==> src/rtl/mem_stage_wb.sv <==
// mem_stage_wb: MEM stage of the MIPS pipeline. Consumes the EX/MEM fields,
// runs the data-memory access over a req/ack bus, stalls the front of the
// pipeline while an access is outstanding, and registers the MEM/WB fields.
// Optional feature: define MEM_TIMEOUT_EN to abort a REQ that waits
// TIMEOUT_CYCLES cycles without an ack. The access then retires with a bus
// error and no register write.
module mem_stage_wb #(
  parameter int ADDR_W         = 32,
  parameter int TIMEOUT_CYCLES = 16
) (
  input  logic              clk,
  input  logic              rst_n,
  input  logic              regwrite,
  input  logic              memtoreg,
  input  logic              memwrite,
  input  logic [31:0]       aluout,
  input  logic [31:0]       writedata,
  input  logic [4:0]        writereg,
  input  logic [31:0]       pcplus4,
  input  logic              jumplink,
  input  logic              syscall,
  output logic              stall,
  output logic              dmem_req,
  output logic              dmem_we,
  output logic [ADDR_W-1:0] dmem_addr,
  output logic [31:0]       dmem_wdata,
  input  logic              dmem_ack,
  input  logic [31:0]       dmem_rdata,
  output logic              regwrite_w,
  output logic [4:0]        writereg_w,
  output logic [31:0]       result_w,
  output logic              syscall_w,
  output logic              bus_err
);

  typedef enum logic [1:0] {IDLE, REQ, DONE} state_t;

  // A zero timeout would abort every access before the bus could answer.
  if (TIMEOUT_CYCLES < 1) begin : g_bad_timeout
    $error("TIMEOUT_CYCLES must be at least 1");
  end

  state_t              state_q, state_d;
  logic                dmem_req_q, dmem_req_d;
  logic                dmem_we_q, dmem_we_d;
  logic [ADDR_W-1:0]   dmem_addr_q, dmem_addr_d;
  logic [31:0]         dmem_wdata_q, dmem_wdata_d;
  logic [31:0]         rdata_q, rdata_d;
  logic                regwrite_w_q, regwrite_w_d;
  logic [4:0]          writereg_w_q, writereg_w_d;
  logic [31:0]         result_w_q, result_w_d;
  logic                syscall_w_q, syscall_w_d;
  logic                access;
  logic                capture;
  logic                err_now;

`ifdef MEM_TIMEOUT_EN
  localparam int CNT_W = $clog2(TIMEOUT_CYCLES + 1);
  localparam logic [CNT_W-1:0] CNT_LAST = CNT_W'(TIMEOUT_CYCLES - 1);
  logic [CNT_W-1:0]    cnt_q, cnt_d;
  logic                err_q, err_d;
  logic                bus_err_q, bus_err_d;
  assign err_now = err_q;
  assign bus_err = bus_err_q;
`else
  assign err_now = 1'b0;
  assign bus_err = 1'b0;
`endif

  assign access = memtoreg | memwrite;

  // Next-state logic: access sequencing, stall request and MEM/WB capture.
  always_comb begin
    state_d      = state_q;
    dmem_req_d   = dmem_req_q;
    dmem_we_d    = dmem_we_q;
    dmem_addr_d  = dmem_addr_q;
    dmem_wdata_d = dmem_wdata_q;
    rdata_d      = rdata_q;
    stall        = 1'b0;
    capture      = 1'b0;
`ifdef MEM_TIMEOUT_EN
    cnt_d        = '0;
    err_d        = err_q;
`endif
    unique case (state_q)
      IDLE: begin
        if (access) begin
          stall        = 1'b1;
          dmem_req_d   = 1'b1;
          dmem_we_d    = memwrite;
          dmem_addr_d  = {aluout[ADDR_W-1:2], 2'b00};
          dmem_wdata_d = writedata;
          state_d      = REQ;
        end else begin
          capture = 1'b1;
        end
      end
      REQ: begin
        stall = 1'b1;
        if (dmem_ack) begin
          rdata_d    = dmem_rdata;
          dmem_req_d = 1'b0;
          state_d    = DONE;
        end
`ifdef MEM_TIMEOUT_EN
        else if (cnt_q == CNT_LAST) begin
          rdata_d    = '0;
          dmem_req_d = 1'b0;
          err_d      = 1'b1;
          state_d    = DONE;
        end else begin
          cnt_d = cnt_q + CNT_W'(1);
        end
`endif
      end
      DONE: begin
        capture = 1'b1;
        state_d = IDLE;
`ifdef MEM_TIMEOUT_EN
        err_d   = 1'b0;
`endif
      end
      default: state_d = IDLE;
    endcase

    // MEM/WB: capture on non-stall edges, bubble otherwise.
    writereg_w_d = writereg_w_q;
    result_w_d   = result_w_q;
    regwrite_w_d = 1'b0;
    syscall_w_d  = 1'b0;
`ifdef MEM_TIMEOUT_EN
    bus_err_d    = 1'b0;
`endif
    if (capture) begin
      regwrite_w_d = regwrite & ~err_now;
      writereg_w_d = writereg;
      syscall_w_d  = syscall;
      if (jumplink)      result_w_d = pcplus4;
      else if (memtoreg) result_w_d = rdata_q;
      else               result_w_d = aluout;
`ifdef MEM_TIMEOUT_EN
      bus_err_d    = err_now;
`endif
    end
  end

  // State, bus and MEM/WB registers; reset abandons any transaction in flight.
  always_ff @(posedge clk or negedge rst_n) begin
    if (!rst_n) begin
      state_q      <= IDLE;
      dmem_req_q   <= 1'b0;
      dmem_we_q    <= 1'b0;
      dmem_addr_q  <= '0;
      dmem_wdata_q <= '0;
      rdata_q      <= '0;
      regwrite_w_q <= 1'b0;
      writereg_w_q <= '0;
      result_w_q   <= '0;
      syscall_w_q  <= 1'b0;
`ifdef MEM_TIMEOUT_EN
      cnt_q        <= '0;
      err_q        <= 1'b0;
      bus_err_q    <= 1'b0;
`endif
    end else begin
      state_q      <= state_d;
      dmem_req_q   <= dmem_req_d;
      dmem_we_q    <= dmem_we_d;
      dmem_addr_q  <= dmem_addr_d;
      dmem_wdata_q <= dmem_wdata_d;
      rdata_q      <= rdata_d;
      regwrite_w_q <= regwrite_w_d;
      writereg_w_q <= writereg_w_d;
      result_w_q   <= result_w_d;
      syscall_w_q  <= syscall_w_d;
`ifdef MEM_TIMEOUT_EN
      cnt_q        <= cnt_d;
      err_q        <= err_d;
      bus_err_q    <= bus_err_d;
`endif
    end
  end

  assign dmem_req   = dmem_req_q;
  assign dmem_we    = dmem_we_q;
  assign dmem_addr  = dmem_addr_q;
  assign dmem_wdata = dmem_wdata_q;
  assign regwrite_w = regwrite_w_q;
  assign writereg_w = writereg_w_q;
  assign result_w   = result_w_q;
  assign syscall_w  = syscall_w_q;

endmodule

==> config.mk <==
export PLATFORM = sky130hd
export DESIGN_NAME = mem_stage_wb
export DESIGN_NICKNAME = d
export VERILOG_FILES = /design/src/rtl/mem_stage_wb.sv
export SDC_FILE = /design/constraint.sdc
export NUM_CORES = 1
export LEC_CHECK = 0
export BUFFER_PORTS_ARGS = -buffer_cell sky130_fd_sc_hd__buf_4
export CAP_MARGIN = 10
export CORE_AREA = 10 10 126 128
export CTS_BUF_LIST = sky130_fd_sc_hd__clkbuf_2
export DETAILED_ROUTE_END_ITERATION = 6
export DIE_AREA = 0 0 136 138
export PLACE_DENSITY_LB_ADDON = 0.3
export SLEW_MARGIN = 20
export SYNTH_ARGS = -nofsm -noshare
export SYNTH_HDL_FRONTEND = slang
export SYNTH_SLANG_ARGS = --single-unit
==> constraint.sdc <==
create_clock -name clk -period 1.4 [get_ports clk]
set_clock_uncertainty 0.15 [all_clocks]
set_input_delay 0.28 -clock clk [delete_from_list [all_inputs] [get_ports clk]]
set_output_delay 0.28 -clock clk [all_outputs]
set_load 0.01 [all_outputs]
==> results.py, run 1 <==
metrics = {
    "yosys": {
        "synth_simple_gate_area_frac": 0.0139,
        "synth_top_area_frac": 0.585,
        "synth.area.top_cells": "dfrtp_1, mux2_2, mux2i_1",
        "synthCells": 412,
        "ys_ff_latch": 137,
        "synth_area_sq_um": 5860,
        "synth_top_family_by_area": "multiplexers",
        "yosysTopAreaCell": "dfrtp_1",
        "yosysUniqueCellTypes": 22,
        "synth_compound_area_frac": 0.0615,
        "synth_xor_area_frac": 0,
        "synth-seq-area-share": 0.585,
        "syn_avg_cell_area_sq_um": 14.2,
        "yosysWarnings": 0,
        "muxShareOfSynthArea": 0.307,
        "yosys.area_share.adder": 0,
    },
    "pwr": {
        "ir_drop_uv": 1290,
        "power_mw": 21.7,
        "power.share.combinational": 0.557,
        "leakage_nw": 5.16,
        "powerDensity_nw_per_um2": 1980,
        "switchingPower_mw": 7.56,
        "intPower_mw": 14.1,
        "swShare": 0.349,
        "clkPwrFrac": 0.104,
        "p_seq_frac": 0.340,
    },
    "cells_and_area": {
        "fin_area_sq_um": 11000,
        "final_util": 0.812,
        "syn2layout_area_growth_pct": 87.2,
        "layoutNonFillerInstCount": 1068,
        "fin_nets": 1014,
        "drive_above_1_share": 0.604,
    },
    "clocking": {
        "ctsRootBufferMaster": "clkbuf_2",
        "clockBufferDepth": 2,
        "cts-htree-levels": 4,
        "cts_buffers": 17,
        "cts_hold_buf": 141,
        "cts_sinks": 137,
        "cts_tree": "done",
        "clk_pin_slew_ns": 0.17,
        "clk_latency_ns": 0.74,
    },
    "min_path": {
        "hold_depth": 2,
        "hp-class": "input port to flop",
    },
    "floorplanning": {
        "io_pins": 248,
        "initial_core_util": 0.434,
        "die_y_um": 138,
        "dieWidth_um": 136,
        "core_sq_um": 13500,
        "row_count": 43,
        "die_area_sq_um": 18800,
    },
    "run_status": {
        "status": "finished with violations",
        "violations": "hold timing, setup timing",
    },
    "route": {
        "via_count": 5413,
        "remaining_drc_errors": 0,
        "ant_nets": 0,
        "first_pass_iters": 4,
        "vias_per_cell": 5.07,
        "drt_iter0_drc": 352,
        "wl_per_cell_um": 22.5,
        "totalWireLength_mm": 24.0,
    },
    "place": {
        "post_dp_cell_area_sq_um": 8040,
        "post-dp-hpwl_mm": 13.4,
        "gp_congestion": 0.797,
        "port_buffers": 244,
        "dp.cells": 834,
    },
    "critical_path": {
        "cpPeakStageDelay_ns": 0.63,
        "critPathKind": "input port to output port",
        "critPathLaunchType": "input port",
        "critPathTopFamily": "buffers and inverters",
        "worst-r2r-cell-count": 9,
        "cp_num_cells": 6,
        "cp-end-kind": "output port",
        "worst-path-buf-inv": 4,
        "worst_ep_required_time_ns": 0.97,
        "critPathSlowestCell": "dlygate4sd3_1",
        "worstPathArrival_ns": 1.60,
        "crit_fanout": 15,
        "crit_chain": "buf_4, dlygate4sd3_1, buf_12, nor3_2, nor2_1, buf_4",
        "crit_top_cell": "buf_4",
    },
    "global_routing": {
        "overflow": 0,
        "grt_usage": 0.241,
        "grt_max_degree": 39,
        "antenna_found_initial": 2,
        "grt_pass1_vias": 6114,
        "grt_pass1_wl_mm": 35.2,
    },
    "timing": {
        "rsz0062_at_grt": "true",
        "setup_ws_ns": -0.629,
        "setup_viol": 241,
        "max_freq_ghz": 0.493,
        "whs_ns": -0.267,
        "post-route-period-util": 1.45,
        "hold_viol_final": 1,
        "layout_min_cycle_time_ns": 2.03,
        "slew_violations": 0,
    },
    "flow_run": {
        "drv_cap": 0,
    },
}
-- state kept, by name (all words and copies together) (netlist names) --
name,cells
dmem_addr,30
rdata_q,32
dmem_we,1
result_w,32
writereg_w,5
dmem_wdata,32
dmem_req,1
regwrite_w,1
state_q,2
syscall_w,1
-- layer usage --
metal | up-vias | track usage | wire length, um
met5 | - | 0 | 0
met2 | 250 | 0.422 | 12700
met3 | 50 | 0.0880 | 2100
li1 | 2402 | - | -
met4 | 0 | 0.0981 | 663
met1 | 2711 | 0.255 | 8480
-- placed cells by master, fill, tap and decap left out, drive strengths merged, types with 3 or more instances in the layout --
master and instances:
buf 324, dlygate4sd3 141, dfrtp 137, mux2 131, o21ai 66, mux2i 32
clkbuf 22, clkinv 9, or2 3, conb 3, nor2 3, nand2 3
-- layout make-up --
| type | count | area, sq um |
|---|---|---|
| Timing Repair Buffer | 468 | 4610 |
| Sequential cell | 137 | 3430 |
| Fill cell | 697 | 2540 |
| Multi-Input combinational cell | 248 | 2480 |
| Tap cell | 180 | 225 |
| Clock inverter | 12 | 108 |
| Clock buffer | 20 | 100 |
| Antenna cell | 2 | 5.00 |
| Inverter | 1 | 3.75 |
-- path summary, 6_finish.rpt --
| path | startpoint | to | slack (ns) |
|---|---|---|---|
| min in group asynchronous | rst_n | rdata_q[5] | 0.36 |
| min | memwrite | dmem_we | -0.27 |
| max reg2reg | state_q[0] | dmem_wdata[7] | -0.52 |
| min reg2reg | rdata_q[3] | rdata_q[3] | 0.38 |
| max | memtoreg | stall | -0.63 |
| max in group asynchronous | rst_n | rdata_q[27] | 0.16 |
-- cells by family (layout without fill, tap and decap cells) --
kind of cell | Yosys count | in the layout
AO/OA/AOI/OAI | 68 | 68
buffers and inverters | 31 | 501
flip-flops | 137 | 137
multiplexers | 163 | 163
other | 1 | 5
AND/OR/NAND/NOR | 12 | 14
-- Yosys cell counts --
| library cell | instances |
|---|---|
| nand3b_2 | 1 |
| o21ai_1 | 30 |
| dfrtp_1 | 137 |
| o21ai_4 | 1 |
| clkbuf_1 | 7 |
| buf_6 | 3 |
| nor2_1 | 1 |
| o21ai_0 | 35 |
| inv_1 | 1 |
| buf_2 | 11 |
| mux2i_1 | 32 |
| nand2b_1 | 1 |
| conb_1 | 1 |
| mux2_2 | 131 |
| nor3_1 | 1 |
| buf_4 | 9 |
| nor2_4 | 2 |
| o21ba_2 | 1 |
| or2_4 | 1 |
| and2_1 | 2 |
| nand2_1 | 3 |
| a22o_1 | 1 |
-- through the flow --
step / setup WS (ns) / setup TNS, ns
after floorplan: -0.0577 / -3.80
after global placement: -0.121 / -10.12
after detailed placement: -0.188 / -14.91
after CTS: -0.671 / -75.29
after global routing: -0.714 / -98.96
final: -0.629 / -82.88
-- power groups by stage --
stage	registers [mW]	logic (mW)	clock network, mW
5_1_grt	7.52	12.8	2.49
4_1_cts	7.19	10.9	2.27
3_3_place_gp	6.91	7.73	0
2_1_floorplan	7.53	3.52	0
3_5_place_dp	7.04	7.98	0
6_report	7.36	12.1	2.25
-- repair_timing --
item,CTS,global route
endpoints found under the hold margin,272,3
setup endpoints to repair,235,241
resized for setup,147,61
setup buffers,28,26
pin swaps,3,40
cloned,7,3
Note: power is estimated with default switching activity, not from simulation.
==> run 2: changes to the inputs <==
- HOLD_SLACK_MARGIN: unset -> 0.1
==> results.py, run 2 (synthesis gave the netlist of run 1 again) <==
metrics = {
    "cells_and_area": {
        "layout.area.seq_sq_um": 3430,
        "multi_input_area_sq_um": 2480,
        "final_common_cell": "buf_4",
        "fin_nets": 1014,
        "fill_cells": 710,
        "drive_above_1_share": 0.604,
        "layout_common_cells": "buf_4, dlygate4sd3_1, dfrtp_1, mux2_2, buf_6",
        "syn2layout_area_growth_pct": 87.2,
    },
    "min_path": {
        "min-delay-start": "memwrite",
        "hp-class": "input port to flop",
    },
    "place": {
        "gp_congestion": 0.797,
        "post-dp-hpwl_mm": 13.4,
        "port_buffers": 244,
    },
    "clocking": {
        "cts_tree": "done",
        "cts_hold_buf": 141,
        "cts_sinks": 137,
        "clk_pin_slew_ns": 0.17,
        "cts-htree-levels": 4,
        "ctsRootBufferMaster": "clkbuf_2",
        "clockBufferDepth": 2,
        "clk_latency_ns": 0.74,
        "cts_buffers": 17,
    },
    "timing": {
        "tns_ns": -84.14,
        "setup_ws_ns": -0.656,
        "whs_ns": -0.276,
        "hold_viol_final": 1,
        "max_freq_ghz": 0.486,
        "layout_min_cycle_time_ns": 2.06,
        "setup_viol": 241,
        "post-route-period-util": 1.47,
        "slew_violations": 0,
        "rsz0062_at_grt": "true",
    },
    "flow_run": {
        "drv_cap": 0,
    },
    "global_routing": {
        "met2_usage": 0.420,
        "grt-busiest-layer": "met2",
        "grt_pass1_wl_mm": 35.1,
        "antenna_found_initial": 2,
        "grt_usage": 0.241,
        "overflow": 0,
        "use_met3": 0.0880,
        "use_met1": 0.254,
        "grt_max_degree": 39,
        "grt_pass1_vias": 6127,
    },
    "route": {
        "vias_per_cell": 5.11,
        "remaining_drc_errors": 0,
        "totalWireLength_mm": 24.2,
        "via_count": 5462,
        "wl_per_cell_um": 22.6,
        "drt_iter0_drc": 346,
        "first_pass_iters": 4,
        "ant_nets": 0,
    },
    "floorplanning": {
        "initial_core_util": 0.434,
        "die_y_um": 138,
        "io_pins": 248,
        "core_sq_um": 13500,
        "dieWidth_um": 136,
        "row_count": 43,
        "die_area_sq_um": 18800,
    },
    "critical_path": {
        "worst-path-buf-inv": 4,
        "critPathTopFamily": "buffers and inverters",
        "crit_chain": "buf_4, dlygate4sd3_1, buf_12, nor3_2, nor2_1, buf_4",
        "crit_fanout": 15,
        "critPathKind": "input port to output port",
        "critPathLaunchType": "input port",
        "cpPeakStageDelay_ns": 0.67,
        "cp-end-kind": "output port",
        "crit_top_cell": "buf_4",
        "critPathSlowestCell": "dlygate4sd3_1",
        "ff2ff_setup_slack_ns": -0.52,
        "worstPathArrival_ns": 1.63,
        "worst_ep_required_time_ns": 0.97,
        "startpoint": "memtoreg",
        "r2r_start": "state_q[0]",
    },
    "run_status": {
        "violations": "hold timing, setup timing",
        "status": "finished with violations",
    },
    "pwr": {
        "ir_drop_uv": 1290,
        "leakage_nw": 5.16,
        "powerDensity_nw_per_um2": 1980,
    },
}
[run 2: cell counts in the layout (fill, tap and decap cells not counted)]
No cell type changed its count.
[run 2: routing by layer]
layer	up-vias	wire, um
met5	-	0
met4	0	843
met3	63	1870
met2	239	12700
met1	2750	8730
li1	2410	-
[run 2: worst paths after layout]
check / to / depth (start not counted)
min: dmem_we / 2
max: stall / 6
min reg2reg: rdata_q[9] / 1
min in group asynchronous: rdata_q[5] / 3
max in group asynchronous: rdata_q[27] / 4
max reg2reg: dmem_wdata[7] / 9
[run 2: through the flow]
stage                     instance area (sq um)  setup slack [ns]   util  total power, mW  instances
final                                     11000            -0.656  0.812             21.7       1068
after global routing                      11000            -0.710  0.812             22.8       1068
after CTS                                 10600            -0.671  0.786             20.4       1042
after detailed placement                   8040            -0.188  0.595             15.0        834
after global placement                     8040            -0.121  0.595             14.6        834
after floorplan                            5900           -0.0577      -             11.0        414
[run 2: report_power, final]
group / internal [mW] / switching, mW / leakage [nW]
Clock: 0.800 / 1.45 / 0.137
Combinational: 7.41 / 4.70 / 3.40
Sequential: 5.92 / 1.46 / 1.63
Total: 14.1 / 7.60 / 5.16
[run 2: cell type report]
cell class	count	share of cell area
tap	180	0.0205
inverter	1	0.000342
antenna	2	0.000457
sequential	137	0.313
timing repair buffer	468	0.421
clock inverter	12	0.00982
multi-input combinational	248	0.226
clock buffer	20	0.00913
[run 2: timing repair]
item / in CTS / in global routing
setup endpoints to repair: 235 / 241
resized for setup: 147 / 61
pin swaps: 3 / 40
setup buffers: 28 / 26
hold endpoints to repair: 273 / 43
cloned: 7 / 3
==> run 3: changes to the inputs <==
- CORE_AREA: 10 10 126 128 -> 8 8 124 126
- DIE_AREA: 0 0 136 138 -> 0 0 132 134
==> results.py, run 3 (synthesis gave the netlist of run 1 again) <==
metrics = {
    "run_status": {
        "status": "finished with violations",
        "violations": "setup timing",
    },
    "global_routing": {
        "overflow": 0,
        "antenna_found_initial": 2,
        "grt_usage": 0.259,
        "grt_pass1_vias": 6288,
        "grt_max_degree": 35,
        "grt_pass1_wl_mm": 35.4,
    },
    "min_path": {
        "whs_endpoint": "rdata_q[31]",
        "hp-class": "input port to flop",
        "hold_depth": 3,
        "min-delay-start": "dmem_rdata[31]",
    },
    "place": {
        "port_buffers": 244,
        "post-dp-hpwl_mm": 13.0,
        "pre_cts_slack_ns": -0.224,
        "gp_congestion": 0.769,
        "dp.cells": 834,
    },
    "critical_path": {
        "ff2ff_setup_slack_ns": -0.72,
        "cp-end-kind": "flop",
        "critPathKind": "flop to flop",
        "worstPathArrival_ns": 2.58,
        "r2r_start": "state_q[0]",
        "critPathLaunchType": "flop",
        "crit_fanout": 8,
        "r2r_end": "dmem_wdata[19]",
        "worst-r2r-cell-count": 8,
        "worst_ep_required_time_ns": 1.87,
    },
    "pwr": {
        "swShare": 0.341,
        "leakage_nw": 5.39,
        "powerDensity_nw_per_um2": 2030,
        "ir_drop_uv": 1040,
        "switchingPower_mw": 7.75,
        "power.share.combinational": 0.552,
        "intPower_mw": 15.0,
        "p_seq_frac": 0.327,
        "clkPwrFrac": 0.121,
        "power_mw": 22.8,
    },
    "route": {
        "dr.max_layer_used": "met4",
        "ant_nets": 0,
        "remaining_drc_errors": 0,
        "via_count": 5520,
        "vias_per_cell": 5.14,
        "drt-met1-wl_mm": 9.02,
        "wl_met2_mm": 13.1,
        "wl_per_cell_um": 23.4,
        "drt_iter0_drc": 373,
        "totalWireLength_mm": 25.1,
        "met3_length_mm": 1.94,
        "first_pass_iters": 6,
    },
    "timing": {
        "maxSlewHeadroom": 0.660,
        "setup_viol": 241,
        "layout_min_cycle_time_ns": 2.12,
        "hold_viol_final": 0,
        "max_freq_ghz": 0.473,
        "slew_violations": 0,
        "setup_ws_ns": -0.716,
        "rsz0062_at_grt": "true",
        "post-route-period-util": 1.51,
        "worstMarginPinSlew_ns": 0.510,
    },
    "clocking": {
        "cts_tree": "done",
        "cts_sinks": 137,
        "clk_latency_ns": 0.73,
        "cts_buffers": 17,
        "clockBufferDepth": 2,
        "ctsRootBufferMaster": "clkbuf_2",
        "cts-htree-levels": 4,
        "clk_pin_slew_ns": 0.20,
    },
    "floorplanning": {
        "initial_core_util": 0.434,
        "die_y_um": 134,
        "core_sq_um": 13500,
        "row_count": 43,
        "dieWidth_um": 132,
        "io_pins": 248,
        "die_area_sq_um": 17700,
    },
    "cells_and_area": {
        "final_common_cell": "buf_4",
        "fill_cells": 700,
        "syn2layout_area_growth_pct": 91.3,
        "fin_nets": 1019,
        "layout_common_cells": "buf_4, dlygate4sd3_1, dfrtp_1, buf_6, mux2_2",
        "drive_above_1_share": 0.587,
        "layoutNonFillerInstCount": 1073,
        "final_util": 0.830,
    },
    "flow_run": {
        "drv_cap": 0,
    },
}
run 3: worst max-delay path by stage:
stage / start / end / slack, ns / depth (start not counted)
floorplan: state_q[0] / dmem_addr[10] / -0.06 / 5
global route: state_q[0] / stall / -0.77 / 4
finish: state_q[0] / dmem_wdata[19] / -0.72 / 8
detailed placement: state_q[1] / result_w[0] / -0.22 / 3
CTS: state_q[0] / stall / -0.68 / 4
global placement: state_q[1] / result_w[31] / -0.14 / 3
run 3: repair_timing:
| action | CTS | global route |
|---|---|---|
| hold endpoints to repair | 274 | 0 |
| resized for setup | 146 | 100 |
| hold buffers | 146 | 0 |
| setup endpoints to repair | 235 | 241 |
| gates cloned | 9 | 5 |
| pin swaps | 17 | 26 |
| setup buffers | 20 | 30 |
run 3: metrics by stage:
step                      setup TNS [ns]  instance area, sq um  hold slack [ns]
after floorplan                    -3.80                  5900           -0.166
after global placement            -10.89                  8020           0.0543
after detailed placement          -14.96                  8020           0.0565
final                             -98.16                 11200            0.159
after CTS                         -83.62                 10600            0.109
after global routing             -113.85                 11200           0.0865
run 3: per-layer routing:
| layer | global-route usage | vias to the layer above |
|---|---|---|
| met3 | 0.0954 | 74 |
| met5 | 0 | - |
| met4 | 0.117 | 0 |
| li1 | - | 2406 |
| met2 | 0.460 | 298 |
| met1 | 0.267 | 2742 |
run 3: power by group through the flow:
stage	Sequential, mW	Clock (mW)	Combinational [mW]
global placement	6.91	0	7.69
floorplan	7.53	0	3.52
finish	7.46	2.75	12.6
detailed placement	7.04	0	7.90
CTS	7.20	2.76	10.6
global route	7.62	2.94	13.2
run 3: cell type report:
class / instances / area (sq um) / area share
diodes: 2 / 5.00 / 0.000447
clock buffers: 19 / 95.1 / 0.00849
clock inverters: 13 / 181 / 0.0162
inverters: 1 / 3.75 / 0.000335
multi-input cells: 249 / 2570 / 0.230
flip-flops and latches: 137 / 3430 / 0.306
well taps: 180 / 225 / 0.0201
repair buffers: 472 / 4690 / 0.419
run 3: critical path: stages, from the launching register on:
cell	delay [ns]
dfrtp_2	0.47
buf_4	0.14
buf_6	0.10
buf_6	0.12
nor2_4	0.14
o21ai_4	0.16
buf_12	0.18
bufbuf_16	0.26
mux2_4	0.29
